$ cat config.mk
export PLATFORM = sky130hd
export DESIGN_NAME = muldiv_unit_flat
export DESIGN_NICKNAME = d
export VERILOG_FILES = /design/src/rtl/muldiv_unit_if.sv /design/src/rtl/muldiv_unit.sv /design/src/flat_wrapper.sv
export SDC_FILE = /design/constraint.sdc
export NUM_CORES = 1
export LEC_CHECK = 0
export BUFFER_PORTS_ARGS = -buffer_cell sky130_fd_sc_hd__buf_2
export CORE_UTILIZATION = 40
export DETAILED_ROUTE_END_ITERATION = 8
export HOLD_SLACK_MARGIN = 0.03
export PLACE_DENSITY_LB_ADDON = 0.12
export SYNTH_ARGS = -nofsm -noshare
export SYNTH_HDL_FRONTEND = slang
export SYNTH_SLANG_ARGS = --single-unit
$ cat constraint.sdc
create_clock -name clk -period 4.6 [get_ports clk]
set_input_delay 1.15 -clock clk [delete_from_list [all_inputs] [get_ports clk]]
set_output_delay 1.15 -clock clk [all_outputs]
set_load 0.05 [all_outputs]
$ cat src/rtl/muldiv_unit_if.sv
// Operand, HI/LO write and result bundle between the datapath and muldiv_unit.
// fsm_state mirrors the unit's FSM encoding for observation.
interface muldiv_unit_if #(
  parameter int DATA_WIDTH = 32
);
  logic                  start;
  logic [1:0]            op;
  logic [DATA_WIDTH-1:0] a;
  logic [DATA_WIDTH-1:0] b;
  logic                  hi_wr_en;
  logic                  lo_wr_en;
  logic [DATA_WIDTH-1:0] w_data;
  logic                  busy;
  logic                  done;
  logic                  div_zero;
  logic [DATA_WIDTH-1:0] hi;
  logic [DATA_WIDTH-1:0] lo;
  logic [1:0]            fsm_state;

  modport master (
    output start, op, a, b, hi_wr_en, lo_wr_en, w_data,
    input  busy, done, div_zero, hi, lo, fsm_state
  );

  modport slave (
    input  start, op, a, b, hi_wr_en, lo_wr_en, w_data,
    output busy, done, div_zero, hi, lo, fsm_state
  );
endinterface

$ cat src/rtl/muldiv_unit.sv
// Iterative MULT/MULTU/DIV/DIVU unit with HI/LO registers: one bit per cycle,
// fixed latency of DATA_WIDTH + 2 edges from start acceptance to done.
module muldiv_unit #(
  parameter int DATA_WIDTH = 32
) (
  input  logic          clk,
  input  logic          rst_n,
  muldiv_unit_if.slave  bus
);
  localparam int W = DATA_WIDTH;

  // Handshake: start is taken at a rising edge only while busy=0 (otherwise
  // ignored, operands not sampled); done pulses for one cycle once HI/LO hold
  // the result, and a new start may be accepted in that same done cycle.
  typedef enum logic [1:0] {
    S_IDLE = 2'd0,
    S_CALC = 2'd1,
    S_FIX  = 2'd2
  } state_t;

  state_t           state, state_next;
  logic [1:0]       op_q;
  logic [5:0]       cnt;
  logic [W-1:0]     opnd;
  logic [2*W-1:0]   acc;
  logic             neg_q, neg_r;
  logic [W-1:0]     hi_q, lo_q;
  logic             done_q, div_zero_q;

  logic             sign_a, sign_b;
  logic [W-1:0]     mag_a, mag_b;
  logic             last_iter;
  logic [W:0]       add_sum;
  logic [W:0]       rem_sh, rem_diff;
  logic [2*W-1:0]   acc_next;
  logic [2*W-1:0]   prod;
  logic             div_by_zero;
  logic [W-1:0]     res_hi, res_lo;

  assign sign_a    = bus.op[0] & bus.a[W-1];
  assign sign_b    = bus.op[0] & bus.b[W-1];
  assign mag_a     = sign_a ? -bus.a : bus.a;
  assign mag_b     = sign_b ? -bus.b : bus.b;
  assign last_iter = (cnt == 6'(W - 1));

  always_ff @(posedge clk or negedge rst_n) begin
    if (!rst_n) state <= S_IDLE;
    else        state <= state_next;
  end

  always_comb begin
    state_next = state;
    case (state)
      S_IDLE:  if (bus.start) state_next = S_CALC;
      S_CALC:  if (last_iter) state_next = S_FIX;
      S_FIX:   state_next = S_IDLE;
      default: state_next = S_IDLE;
    endcase
  end

  // One iteration: multiply adds the multiplicand into the upper half and
  // shifts right (carry included); divide shifts left and trial-subtracts.
  always_comb begin
    add_sum  = {1'b0, acc[2*W-1:W]} + (acc[0] ? {1'b0, opnd} : '0);
    rem_sh   = acc[2*W-1:W-1];
    rem_diff = rem_sh - {1'b0, opnd};
    acc_next = {add_sum, acc[W-1:1]};
    if (op_q[1]) begin
      if (!rem_diff[W]) acc_next = {rem_diff[W-1:0], acc[W-2:0], 1'b1};
      else              acc_next = {rem_sh[W-1:0],   acc[W-2:0], 1'b0};
    end
  end

  // A zero divisor leaves quotient all-ones and remainder |a|; re-signing the
  // remainder with sign(a) recovers a exactly, so only LO needs forcing.
  always_comb begin
    prod        = neg_q ? -acc : acc;
    div_by_zero = op_q[1] && (opnd == '0);
    res_hi      = prod[2*W-1:W];
    res_lo      = prod[W-1:0];
    if (op_q[1]) begin
      res_hi = neg_r ? -acc[2*W-1:W] : acc[2*W-1:W];
      if (div_by_zero) res_lo = '1;
      else             res_lo = neg_q ? -acc[W-1:0] : acc[W-1:0];
    end
  end

  always_ff @(posedge clk or negedge rst_n) begin
    if (!rst_n) begin
      op_q       <= 2'b00;
      cnt        <= 6'd0;
      opnd       <= '0;
      acc        <= '0;
      neg_q      <= 1'b0;
      neg_r      <= 1'b0;
      hi_q       <= '0;
      lo_q       <= '0;
      done_q     <= 1'b0;
      div_zero_q <= 1'b0;
    end else begin
      done_q     <= 1'b0;
      div_zero_q <= 1'b0;
      case (state)
        S_IDLE: begin
          if (bus.hi_wr_en) hi_q <= bus.w_data;
          if (bus.lo_wr_en) lo_q <= bus.w_data;
          if (bus.start) begin
            op_q  <= bus.op;
            cnt   <= 6'd0;
            neg_q <= sign_a ^ sign_b;
            neg_r <= sign_a & bus.op[1];
            if (bus.op[1]) begin
              acc  <= {{W{1'b0}}, mag_a};
              opnd <= mag_b;
            end else begin
              acc  <= {{W{1'b0}}, mag_b};
              opnd <= mag_a;
            end
          end
        end
        S_CALC: begin
          acc <= acc_next;
          cnt <= cnt + 6'd1;
        end
        S_FIX: begin
          hi_q       <= res_hi;
          lo_q       <= res_lo;
          done_q     <= 1'b1;
          div_zero_q <= div_by_zero;
        end
        default: ;
      endcase
    end
  end

  assign bus.busy      = (state != S_IDLE);
  assign bus.done      = done_q;
  assign bus.div_zero  = div_zero_q;
  assign bus.hi        = hi_q;
  assign bus.lo        = lo_q;
  assign bus.fsm_state = state;
endmodule

$ cat src/flat_wrapper.sv
// flat-port wrapper written by rule: the top's interface ports become plain ports
module muldiv_unit_flat 
#(
  parameter int DATA_WIDTH = 32
)
  (clk, rst_n, bus_start, bus_op, bus_a, bus_b, bus_hi_wr_en, bus_lo_wr_en, bus_w_data, bus_busy, bus_done, bus_div_zero, bus_hi, bus_lo, bus_fsm_state);
  muldiv_unit_if #(.DATA_WIDTH(DATA_WIDTH)) bus_i ();
  input  logic clk;
  input  logic rst_n;
  input wire logic [$bits(bus_i.start)-1:0] bus_start;
  input wire logic [$bits(bus_i.op)-1:0] bus_op;
  input wire logic [$bits(bus_i.a)-1:0] bus_a;
  input wire logic [$bits(bus_i.b)-1:0] bus_b;
  input wire logic [$bits(bus_i.hi_wr_en)-1:0] bus_hi_wr_en;
  input wire logic [$bits(bus_i.lo_wr_en)-1:0] bus_lo_wr_en;
  input wire logic [$bits(bus_i.w_data)-1:0] bus_w_data;
  output wire logic [$bits(bus_i.busy)-1:0] bus_busy;
  output wire logic [$bits(bus_i.done)-1:0] bus_done;
  output wire logic [$bits(bus_i.div_zero)-1:0] bus_div_zero;
  output wire logic [$bits(bus_i.hi)-1:0] bus_hi;
  output wire logic [$bits(bus_i.lo)-1:0] bus_lo;
  output wire logic [$bits(bus_i.fsm_state)-1:0] bus_fsm_state;
  assign bus_i.start = bus_start;
  assign bus_i.op = bus_op;
  assign bus_i.a = bus_a;
  assign bus_i.b = bus_b;
  assign bus_i.hi_wr_en = bus_hi_wr_en;
  assign bus_i.lo_wr_en = bus_lo_wr_en;
  assign bus_i.w_data = bus_w_data;
  assign bus_busy = bus_i.busy;
  assign bus_done = bus_i.done;
  assign bus_div_zero = bus_i.div_zero;
  assign bus_hi = bus_i.hi;
  assign bus_lo = bus_i.lo;
  assign bus_fsm_state = bus_i.fsm_state;
  muldiv_unit #(.DATA_WIDTH(DATA_WIDTH)) u_core (.clk(clk), .rst_n(rst_n), .bus(bus_i));
endmodule
# Yosys cells after proc, flatten, opt, wreduce, memory -nomap -nowiden
# Cells that the tools add are included.
# totals
rom_bits	0
regBits	174
latchBits	0
wordCells	67
mem_count	0
ram_bits	0
in_bits	103
# classes
bitwise_logic	4
n_reduce_logical	11
n_eq_ne	7
div_mod_pow	0
muxes	26
mul	0
order_cmp	0
shift	0
addsub	8
# op_table
cell	count
2-to-1 mux 32 bit	12
2-to-1 mux 64 bit	4
negation 32 bit	4
case mux 32 bit (2 select lines)	2
case mux 64 bit (2 select lines)	1
negation 64 bit	1
adder 32 x 33 -> 33 bit	1
subtractor 33 x 32 -> 33 bit	1
logical NOT 32 bit	1
case mux 6 bit (2 select lines)	1
AND reduction 2 bit	5
adder 6 x 1 -> 6 bit, second input constant	1
== test 6 x 5 -> 1 bit, second input constant	1
2-to-1 mux 6 bit	1
!= test 2 bit, second input constant	3
nonzero test 2 bit	3
2-to-1 mux 2 bit	2
case mux 2 bit (2 select lines)	1
bitwise AND 1 bit	3
== test 2 x 1 -> 1 bit, second input constant	1
== test 2 bit, second input constant	1
logical NOT 2 bit	1
2-to-1 mux 1 bit	2
!= test 2 x 1 -> 1 bit, second input constant	1
2 further kinds	2

# Depth between registers and ports, before layout
# Gate-level depths: netlist (run 1).
# logic_depth
ltp_word	5
ltp_mapped	14

# Worst setup path before layout (run 1)
# Ideal clock, no wire load.
# synth_path
kind	input to register
startpoint	input bus_a[8]
endpoint	register u_core.acc[28]
stages	10
setup_slack_ns	1.154
arrival_ns	3.370
setup_ns	0.076
path_cell_list	or4_1 or3_1 nor3_1 and2_1 clkbuf_1 nand2_1 o21ai_1 xor2_1 mux2_2 o21ai_1
# synth_via
elab_chain_cells	5
# synth_lines
item	line	rtl
start, declared	flat_wrapper.sv:12	input wire logic [$bits(bus_i.a)-1:0] bus_a;
negation 32 bit	muldiv_unit.sv:42	assign mag_a = sign_a ? -bus.a : bus.a;
2-to-1 mux 32 bit	muldiv_unit.sv:42	
2-to-1 mux 32 bit	muldiv_unit.sv:112	if (bus.op[1]) begin
2-to-1 mux 64 bit	muldiv_unit.sv:107	if (bus.start) begin
case mux 64 bit (2 select lines)	muldiv_unit.sv:103	case (state)
end signal, assigned	muldiv_unit.sv:113	acc <= {{W{1'b0}}, mag_a};
end signal, assigned	muldiv_unit.sv:116	acc <= {{W{1'b0}}, mag_b};
end signal, assigned	muldiv_unit.sv:122	acc <= acc_next;
end, declared	muldiv_unit.sv:25	logic [2*W-1:0] acc;
# No other way between the ends. The select of a mux whose other input is x is not followed.
# A chain may end at the register's enable or synchronous reset.

# Worst setup path in the final report (run 1)
# layout_path
startpoint	register u_core.acc[0]
endpoint	register u_core.acc[58]
# layout_via
elab_chain_cells	4
# layout_lines
item	line	rtl
2-to-1 mux 32 bit	muldiv_unit.sv:64	add_sum = {1'b0, acc[2*W-1:W]} + (acc[0] ? {1'b0, opnd} : '0);
adder 32 x 33 -> 33 bit	muldiv_unit.sv:64	
2-to-1 mux 64 bit	muldiv_unit.sv:68	if (op_q[1]) begin
case mux 64 bit (2 select lines)	muldiv_unit.sv:103	
# No other way between the ends.

==> results.md, run 1 <==
- Result of the run: finished clean
- Global placer's final weighted congestion: 1.01
- Maximum buffer depth of the clock tree: 2
- Cell Area, Synth: 0.0153 mm²
- Reg clk slew, reported paths: 0.08 ns
- Worst supply voltage drop on vdd: 0.327 mV
- Placed inst area: 0.0166 mm²
- Number of buffers inserted during clock tree synthesis: 17
- Required time at the endpoint of the critical path: 4.90 ns
- Non-filler instance count after layout: 2,602
- Synthesized instance count: 1,988
- Final period demand of the worst path: 3.78 ns
- Die area: 0.0389 mm²
- Number of warnings reported in the yosys synthesis log: 0
- Wire length of the first global-routing pass: 87,000 µm
- Max-cap violations: 0
- Startpoint of the worst setup timing path: u_core.acc[0]$_DFFE_PN0P_
- Post-layout nets: 2,252
- Number of failing hold endpoints at the final stage: 0
- Power share of the combinational group: 0.651
- Post-synth cell types: 79
- Clock sink count: 173
- Share of the clock period used by the worst path: 0.821
- Drt wl/cell: 22.1 µm
- Diode count: 0
- Mean instance size in the synthesized netlist: 7.67 µm²
- Vias in the first global route: 14,200
- DRC violations left: 0
- FFs w/ async S/R, synth: 1.00
- Proportion of power drawn by flip-flops and latches: 0.236
- Number of endpoints failing setup at the final stage: 0
- Power density relative to cell area: 783 mW/mm²
- H-tree depth: 4
- Synthesis-to-finish area growth: 12.3%
- Sequential area share after synthesis: 0.284
- Tot GR Track Use: 0.295
- Slew at the pin with the worst max-slew slack: 0.967 ns
- Static leakage power: 0.00740 µW
- Horizontal die dimension: 197 µm
- Clock tree from TritonCTS: done
- Count of standard-cell rows: 71
- Pin count of the biggest net entering global routing: 73
- Seq cells post-synth: 173
- Die Span Y: 197 µm
- Critical R2R Launch: u_core.acc[0]$_DFFE_PN0P_
- Post-CTS Hold Fix Bufs: 0
- Most used DFF post-synth: sky130_fd_sc_hd__dfrtp_1
- Total Wirelength: 57,400 µm
- Skew-Pair Late Insertion Delay: 0.46 ns
- Number of buffers added on ports: 171
- Unrepaired setup endpoints after global routing: false
- Setup slack, reg-to-reg: 0.82 ns
- Category of the worst setup path launch point: flip-flop
- Total power consumption of the routed design: 13,400 µW
- Sum of negative setup slack: 0 ns
- Initial Util: 0.406
- Setup slack at placement: 0.722 ns
- Clk pwr share: 0.113
- Vias: 15,400
- Worst-case headroom to the max-slew limit: 0.353
- # Post-CTS Setup Buffers: 0
- Highest net fanout along the worst path: 20
- Worst EP arrival: 4.08 ns
- Initial antenna violation count: 1
- Setup Skew: 0.0182 ns
- Number of resized instances in the post-cts repair step: 0
- Net load switching power: 7190 µW
- Final WS setup: 0.821 ns
- Top-Level Pins: 172
- Maximum operating frequency: 0.265 GHz
- Type of the worst min-delay path: reg -> reg
- Number of enable flip-flop cells after synthesis: 0
- Clk root buf: sky130_fd_sc_hd__clkbuf_16
- Path type of the worst setup path: reg -> reg
- Net Sw Frac: 0.536
- Fin. max-slew vios: 0
- Startpoint of the most critical hold path: u_core.bus.lo[21]$_DFFE_PN0P_
- Proportion of layout cells with a drive suffix above 1: 0.125
- Pre-Repair DR Iteration Count: 6
- Int Pwr: 6230 µW
- Area of the core: 0.0376 mm²
- Final ANT Viol Nets: 0
- Endpoint kind of the worst setup timing path: flip-flop
- Post-Syn Nets: 2,162
- Overall overflow remaining after global route: 0
- Final design area excluding fillers: 0.0171 mm²
- Placed Cells incl. Taps: 2,570
- Detailed-route vias per instance: 5.93
- DPL Wire Length: 45,600 µm
- Number of violations reported at the end of detailed-routing iteration 0: 1,315
==> stage by stage <==
stage | hold WS (ns) | util
2_1_floorplan | 0.449 | -
3_3_place_gp | 0.457 | 0.441
3_5_place_dp | 0.465 | 0.441
4_1_cts | 0.482 | 0.456
5_1_grt | 0.507 | 0.456
6_report | 0.474 | 0.456
==> final timing paths <==
kind,endpoint,cells after the start
max,u_core.acc[58]$_DFFE_PN0P_,13
min,u_core.bus.lo[21]$_DFFE_PN0P_,2
max reg2reg,u_core.acc[58]$_DFFE_PN0P_,13
min reg2reg,u_core.bus.lo[21]$_DFFE_PN0P_,2
max in group asynchronous,u_core.bus.lo[29]$_DFFE_PN0P_,2
min in group asynchronous,u_core.bus.hi[22]$_DFFE_PN0P_,1
==> synthesized netlist by cell type (all sizes together), types with 4 or more instances <==
cell type / count / share of area
o22ai: 33 / 0.014
a21o: 38 / 0.019
or3: 31 / 0.013
nor2: 192 / 0.047
o21ai: 215 / 0.071
o21a: 10 / 0.0049
dfrtp: 173 / 0.28
xor2: 65 / 0.037
nand2: 204 / 0.050
a211oi: 40 / 0.020
o41ai: 10 / 0.0057
a21oi: 181 / 0.060
nand2b: 11 / 0.0045
or4: 17 / 0.0086
ha: 69 / 0.057
and2: 11 / 0.0045
o221ai: 10 / 0.0057
o31ai: 21 / 0.010
mux2i: 64 / 0.042
o211ai: 26 / 0.013
buf: 22 / 0.0063
a32o: 4 / 0.0026
nand3: 25 / 0.0082
nor3: 43 / 0.014
inv: 64 / 0.016
a311oi: 4 / 0.0023
xnor2: 105 / 0.060
a22oi: 28 / 0.014
and3: 17 / 0.0070
nor4: 29 / 0.012
nand4: 20 / 0.0082
a221oi: 5 / 0.0029
nor2b: 8 / 0.0033
or2: 5 / 0.0021
a31oi: 25 / 0.010
nor4b: 4 / 0.0047
clkbuf: 115 / 0.028
==> cell usage in the layout (no fill, tap or decap), drive strengths merged, types with 4 or more instances in the layout <==
master	Yosys	layout
a32o	4	4
inv	64	71
o221ai	10	10
o31ai	21	21
nor4	29	29
xor2	65	65
nor3	43	43
a21o	38	38
o22ai	33	33
o41ai	10	10
o21a	10	10
buf	22	208
nor4b	4	4
nand4	20	20
dfrtp	173	173
mux2i	64	64
or2	5	5
nand2b	11	11
and2	11	11
clkbuf	115	20
o211ai	26	26
and3	17	17
or4	17	17
nor2b	8	8
ha	69	69
nand2	204	204
a21oi	181	181
a311oi	4	4
nand3	25	25
clkinv	1	4
nor2	192	192
or3	31	31
a31oi	25	25
o21ai	215	215
a221oi	5	5
a22oi	28	28
a211oi	40	40
xnor2	105	105
==> state kept, by name, summed over array words and instances, names as in the netlist <==
name and count:
u_core.bus.hi 32, u_core.cnt 6, u_core.bus.fsm_state 2, u_core.neg_r 1
u_core.bus.done 1, u_core.op_q 1, u_core.acc 64, u_core.neg_q 1
u_core.bus.lo 32, u_core.opnd 32, u_core.bus.div_zero 1
==> worst max-delay path, stage by stage (launching register included) <==
cell and delay [ns]:
sky130_fd_sc_hd__dfrtp_1 0.45, sky130_fd_sc_hd__inv_1 0.38, sky130_fd_sc_hd__buf_4 0.33, sky130_fd_sc_hd__nor2_1 0.08, sky130_fd_sc_hd__ha_1 0.40, sky130_fd_sc_hd__a21o_1 0.23, sky130_fd_sc_hd__a21o_1 0.21, sky130_fd_sc_hd__a21oi_1 0.25
sky130_fd_sc_hd__o22ai_1 0.13, sky130_fd_sc_hd__a21oi_1 0.26, sky130_fd_sc_hd__o31ai_1 0.17, sky130_fd_sc_hd__a311oi_1 0.35, sky130_fd_sc_hd__xor2_1 0.17, sky130_fd_sc_hd__o221ai_1 0.18
==> cells by family (layout without fill, tap and decap cells) <==
kind of cell	after synthesis	in the layout	synth area share
DFF	173	173	0.284
adders and majority gates	71	71	0.0592
and+or+nand+nor	626	626	0.193
buffers and inverters	202	305	0.0508
xor gates and xnor gates	170	170	0.0976
muxes	66	66	0.0435
AOI/OAI and AO/OA	680	680	0.272
==> layer usage <==
metal | wire [µm] | vias to the layer above | GRT usage
met5 | 0 | - | 0
met4 | 1620 | 0 | 0.0947
met3 | 4340 | 65 | 0.0551
met2 | 24000 | 627 | 0.431
met1 | 27500 | 7332 | 0.433
li1 | - | 7410 | -
==> power by group through the flow <==
stage,logic [µW],clock network [µW],registers (µW)
CTS,8580,1530,3120
global route,9540,1600,3240
detailed placement,8540,0,3150
finish,8730,1520,3160
floorplan,5940,0,3180
global placement,8550,0,3140
==> final cells by class <==
cell class	count	area [µm²]
fill	3847	20400
multi-input combinational	1613	10200
sequential	173	4330
timing repair buffer	208	1150
tap	511	639
clock buffer	20	437
inverter	65	244
clock inverter	12	149
Power figures use the tool's default switching activity.
==> inputs of run 2 (changes only) <==
==> constraint.sdc (replaced) <==
create_clock -name clk -period 3.1 [get_ports clk]
set_input_delay 0.775 -clock clk [delete_from_list [all_inputs] [get_ports clk]]
set_output_delay 0.775 -clock clk [all_outputs]
set_load 0.05 [all_outputs]
==> run 2 against run 1 <==
  * Sequential share of layout area decreased by 3.2 points
  * Clock power increased by 43%
  * Final cell count increased by 11%
  * Final area increased by 15%
  * Critical path type unchanged
  * Die area unchanged
  * Non-clock buffer count increased by 282
  * Utilization increased by 6.7 points
  * Sequential cell count unchanged
  * Fmax increased by 24%
  * Critical endpoint unchanged
  * Via count increased by 7.9%
  * Count of clock-buffer cells in the layout decreased by 2
  * Clock skew decreased by 0.0058 ns
==> results.md, run 2 (synthesis results as in run 1) <==
- Result of the run: finished clean
- Die Span Y: 197 µm (unchanged)
- Worst flop-to-flop path endpoint: u_core.acc[58]$_DFFE_PN0P_
- Setup Skew: 0.0123 ns (-0.00585 ns)
- Maximum operating frequency: 0.328 GHz (+24%)
- Final ANT Viol Nets: 0 (unchanged)
- DRC violations left: 0 (unchanged)
- Highest net fanout along the worst path: 12 (-40%)
- Power density relative to cell area: 1190 mW/mm² (+52%)
- Tot GR Track Use: 0.317 (+0.0218)
- Required time at the endpoint of the critical path: 3.40 ns (-1.50 ns)
- Endpoint of the worst setup timing path: u_core.acc[58]$_DFFE_PN0P_
- Type of the worst min-delay path: in -> async
- Total Wirelength: 62,000 µm (+8.0%)
- Total power consumption of the routed design: 23,400 µW (+74%)
- Clock sink count: 173 (unchanged)
- Horizontal die dimension: 197 µm (unchanged)
- Fin. max-slew vios: 0 (unchanged)
- Unrepaired setup endpoints after global routing: true
- Final period demand of the worst path: 3.05 ns (-0.729 ns)
- Setup slack at placement: -0.230 ns (-0.953 ns)
- Endpoint kind of the worst setup timing path: flip-flop
- Initial Util: 0.406 (unchanged)
- Fill count: 3,692 (-4.0%)
- Number of violations reported at the end of detailed-routing iteration 0: 1,448 (+10%)
- Number of buffers added on ports: 171 (unchanged)
- H-tree depth: 4 (unchanged)
- DPL Wire Length: 50,000 µm (+9.8%)
- Vias: 16,700 (+7.9%)
- Initial antenna violation count: 0 (-1)
- Synthesis-to-finish area growth: 28.9%
- Number of buffers inserted during clock tree synthesis: 17 (unchanged)
- Wire length of the first global-routing pass: 92,900 µm (+6.9%)
- Number of endpoints failing setup at the final stage: 0 (unchanged)
- Top-Level Pins: 172 (unchanged)
- Post-CTS Hold Fix Bufs: 0 (unchanged)
- Drt wl/cell: 21.5 µm (-2.5%)
- Number of failing hold endpoints at the final stage: 0 (unchanged)
- Worst EP arrival: 3.35 ns (-0.73 ns)
- Slew at the pin with the worst max-slew slack: 0.801 ns (-0.166 ns)
- Max-cap violations: 0 (unchanged)
- Clk root buf: sky130_fd_sc_hd__clkbuf_16
- Maximum buffer depth of the clock tree: 2 (unchanged)
- Vias in the first global route: 15,300 (+7.8%)
- Sum of negative setup slack: 0 ns (unchanged)
- Post-layout nets: 2,534 (+13%)
- Reg clk slew, reported paths: 0.07 ns (about the same)
- Most common library cell in the layout ignoring fill and taps: sky130_fd_sc_hd__buf_4
- Critical R2R Launch: u_core.acc[0]$_DFFE_PN0P_
- Skew-Pair Late Insertion Delay: 0.46 ns (about the same)
- Count of standard-cell rows: 71 (unchanged)
- Path type of the worst setup path: reg -> reg
- Share of the clock period used by the worst path: 0.984 (+0.162)
- Startpoint of the worst setup timing path: u_core.acc[0]$_DFFE_PN0P_
- Detailed-route vias per instance: 5.78 (-2.6%)
- Flip-flop count of the largest register, all copies and words added: 64 (unchanged)
- Top register by number of flip-flops: u_core.acc
- Worst supply voltage drop on vdd: 0.574 mV (+76%)
- Pin count of the biggest net entering global routing: 89 (+22%)
- Reg2Reg Depth: 14 (+1)
- Diode count: 0 (unchanged)
- Die area: 0.0389 mm² (unchanged)
- Clock tree from TritonCTS: done
- Final WS setup: 0.0506 ns (-0.771 ns)
- Static leakage power: 0.00882 µW (+19%)
- Highest-count cells in the layout ignoring fill and taps: 303 x sky130_fd_sc_hd__buf_4, 200 x sky130_fd_sc_hd__nand2_1, 184 x sky130_fd_sc_hd__nor2_1
- Category of the worst setup path launch point: flip-flop
- Final design area excluding fillers: 0.0197 mm² (+15%)
- Overall overflow remaining after global route: 0 (unchanged)
- Worst-case headroom to the max-slew limit: 0.464 (+0.111)
- Pre-Repair DR Iteration Count: 5 (-1)
- Area of the core: 0.0376 mm² (unchanged)
- Global placer's final weighted congestion: 1.01 (-0.31%)
- Setup slack, reg-to-reg: 0.05 ns (-0.77 ns)
- Proportion of layout cells with a drive suffix above 1: 0.254 (+0.129)
- Placed inst area: 0.0187 mm² (+13%)
## run 2: how the worst min path moves through the flow
| stage | start | to | slack, ns | cells past startpoint |
|---|---|---|---|---|
| after floorplan | u_core.cnt[5]$_DFFE_PN0P_ | u_core.bus.fsm_state[1]$_DFFE_PN0P_ | 0.45 | 1 |
| after global placement | u_core.bus.lo[23]$_DFFE_PN0P_ | u_core.bus.lo[23]$_DFFE_PN0P_ | 0.46 | 2 |
| after detailed placement | u_core.bus.hi[0]$_DFFE_PN0P_ | u_core.bus.hi[0]$_DFFE_PN0P_ | 0.46 | 2 |
| after CTS | rst_n | u_core.bus.hi[30]$_DFFE_PN0P_ | 0.26 | 1 |
| after global routing | rst_n | u_core.bus.hi[6]$_DFFE_PN0P_ | 0.29 | 1 |
| final | rst_n | u_core.bus.hi[30]$_DFFE_PN0P_ | 0.25 | 1 |
## run 2: layout make-up
class	count	area [µm²]	area share
inverter	65	244	0.0124
multi-input combinational	1613	10500	0.532
tap	511	639	0.0325
sequential	173	4330	0.220
timing repair buffer	490	3430	0.174
clock inverter	13	134	0.00681
clock buffer	18	429	0.0218
## run 2: what timing repair did
action                                  4_1_cts  5_1_grt
gates resized for setup                      18       57
buffers inserted                              1        5
gates cloned                                  0        1
endpoints found under the setup margin       16       37
pin swaps                                     6       22
endpoints found under the hold margin         0        0
## run 2: metrics by stage
step / cells / hold slack (ns) / utilization
CTS: 2877 / 0.262 / 0.516
finish: 2883 / 0.251 / 0.523
global route: 2883 / 0.288 / 0.523
detailed placement: 2845 / 0.465 / 0.498
global placement: 2845 / 0.457 / 0.498
floorplan: 1988 / 0.449 / -
## run 2: critical path, cell delays in order, from the launching register on
cell and delay [ns]:
sky130_fd_sc_hd__dfrtp_1 0.40, sky130_fd_sc_hd__inv_2 0.08, sky130_fd_sc_hd__buf_12 0.14, sky130_fd_sc_hd__buf_4 0.15, sky130_fd_sc_hd__nor2_2 0.15, sky130_fd_sc_hd__ha_4 0.24
sky130_fd_sc_hd__a21o_1 0.19, sky130_fd_sc_hd__a21o_1 0.21, sky130_fd_sc_hd__a21oi_2 0.17, sky130_fd_sc_hd__o22ai_1 0.11, sky130_fd_sc_hd__a21oi_2 0.19, sky130_fd_sc_hd__o31ai_2 0.11
sky130_fd_sc_hd__a311oi_1 0.33, sky130_fd_sc_hd__xor2_1 0.27, sky130_fd_sc_hd__o221ai_1 0.15
## run 2: power by group
| part | internal (µW) | total, µW | switching [µW] |
|---|---|---|---|
| clock network | 1120 | 2170 | 1050 |
| logic | 7430 | 17200 | 9720 |
| registers | 3140 | 4070 | 929 |
## run 2: layer usage
layer,up-vias,routed length [µm],part of all wire,GRT usage
met1,7928,29100,0.47,0.456
met3,93,4780,0.077,0.0652
met2,660,25800,0.42,0.458
li1,7975,-,-,-
met4,0,2340,0.038,0.126
met5,-,0,0,0
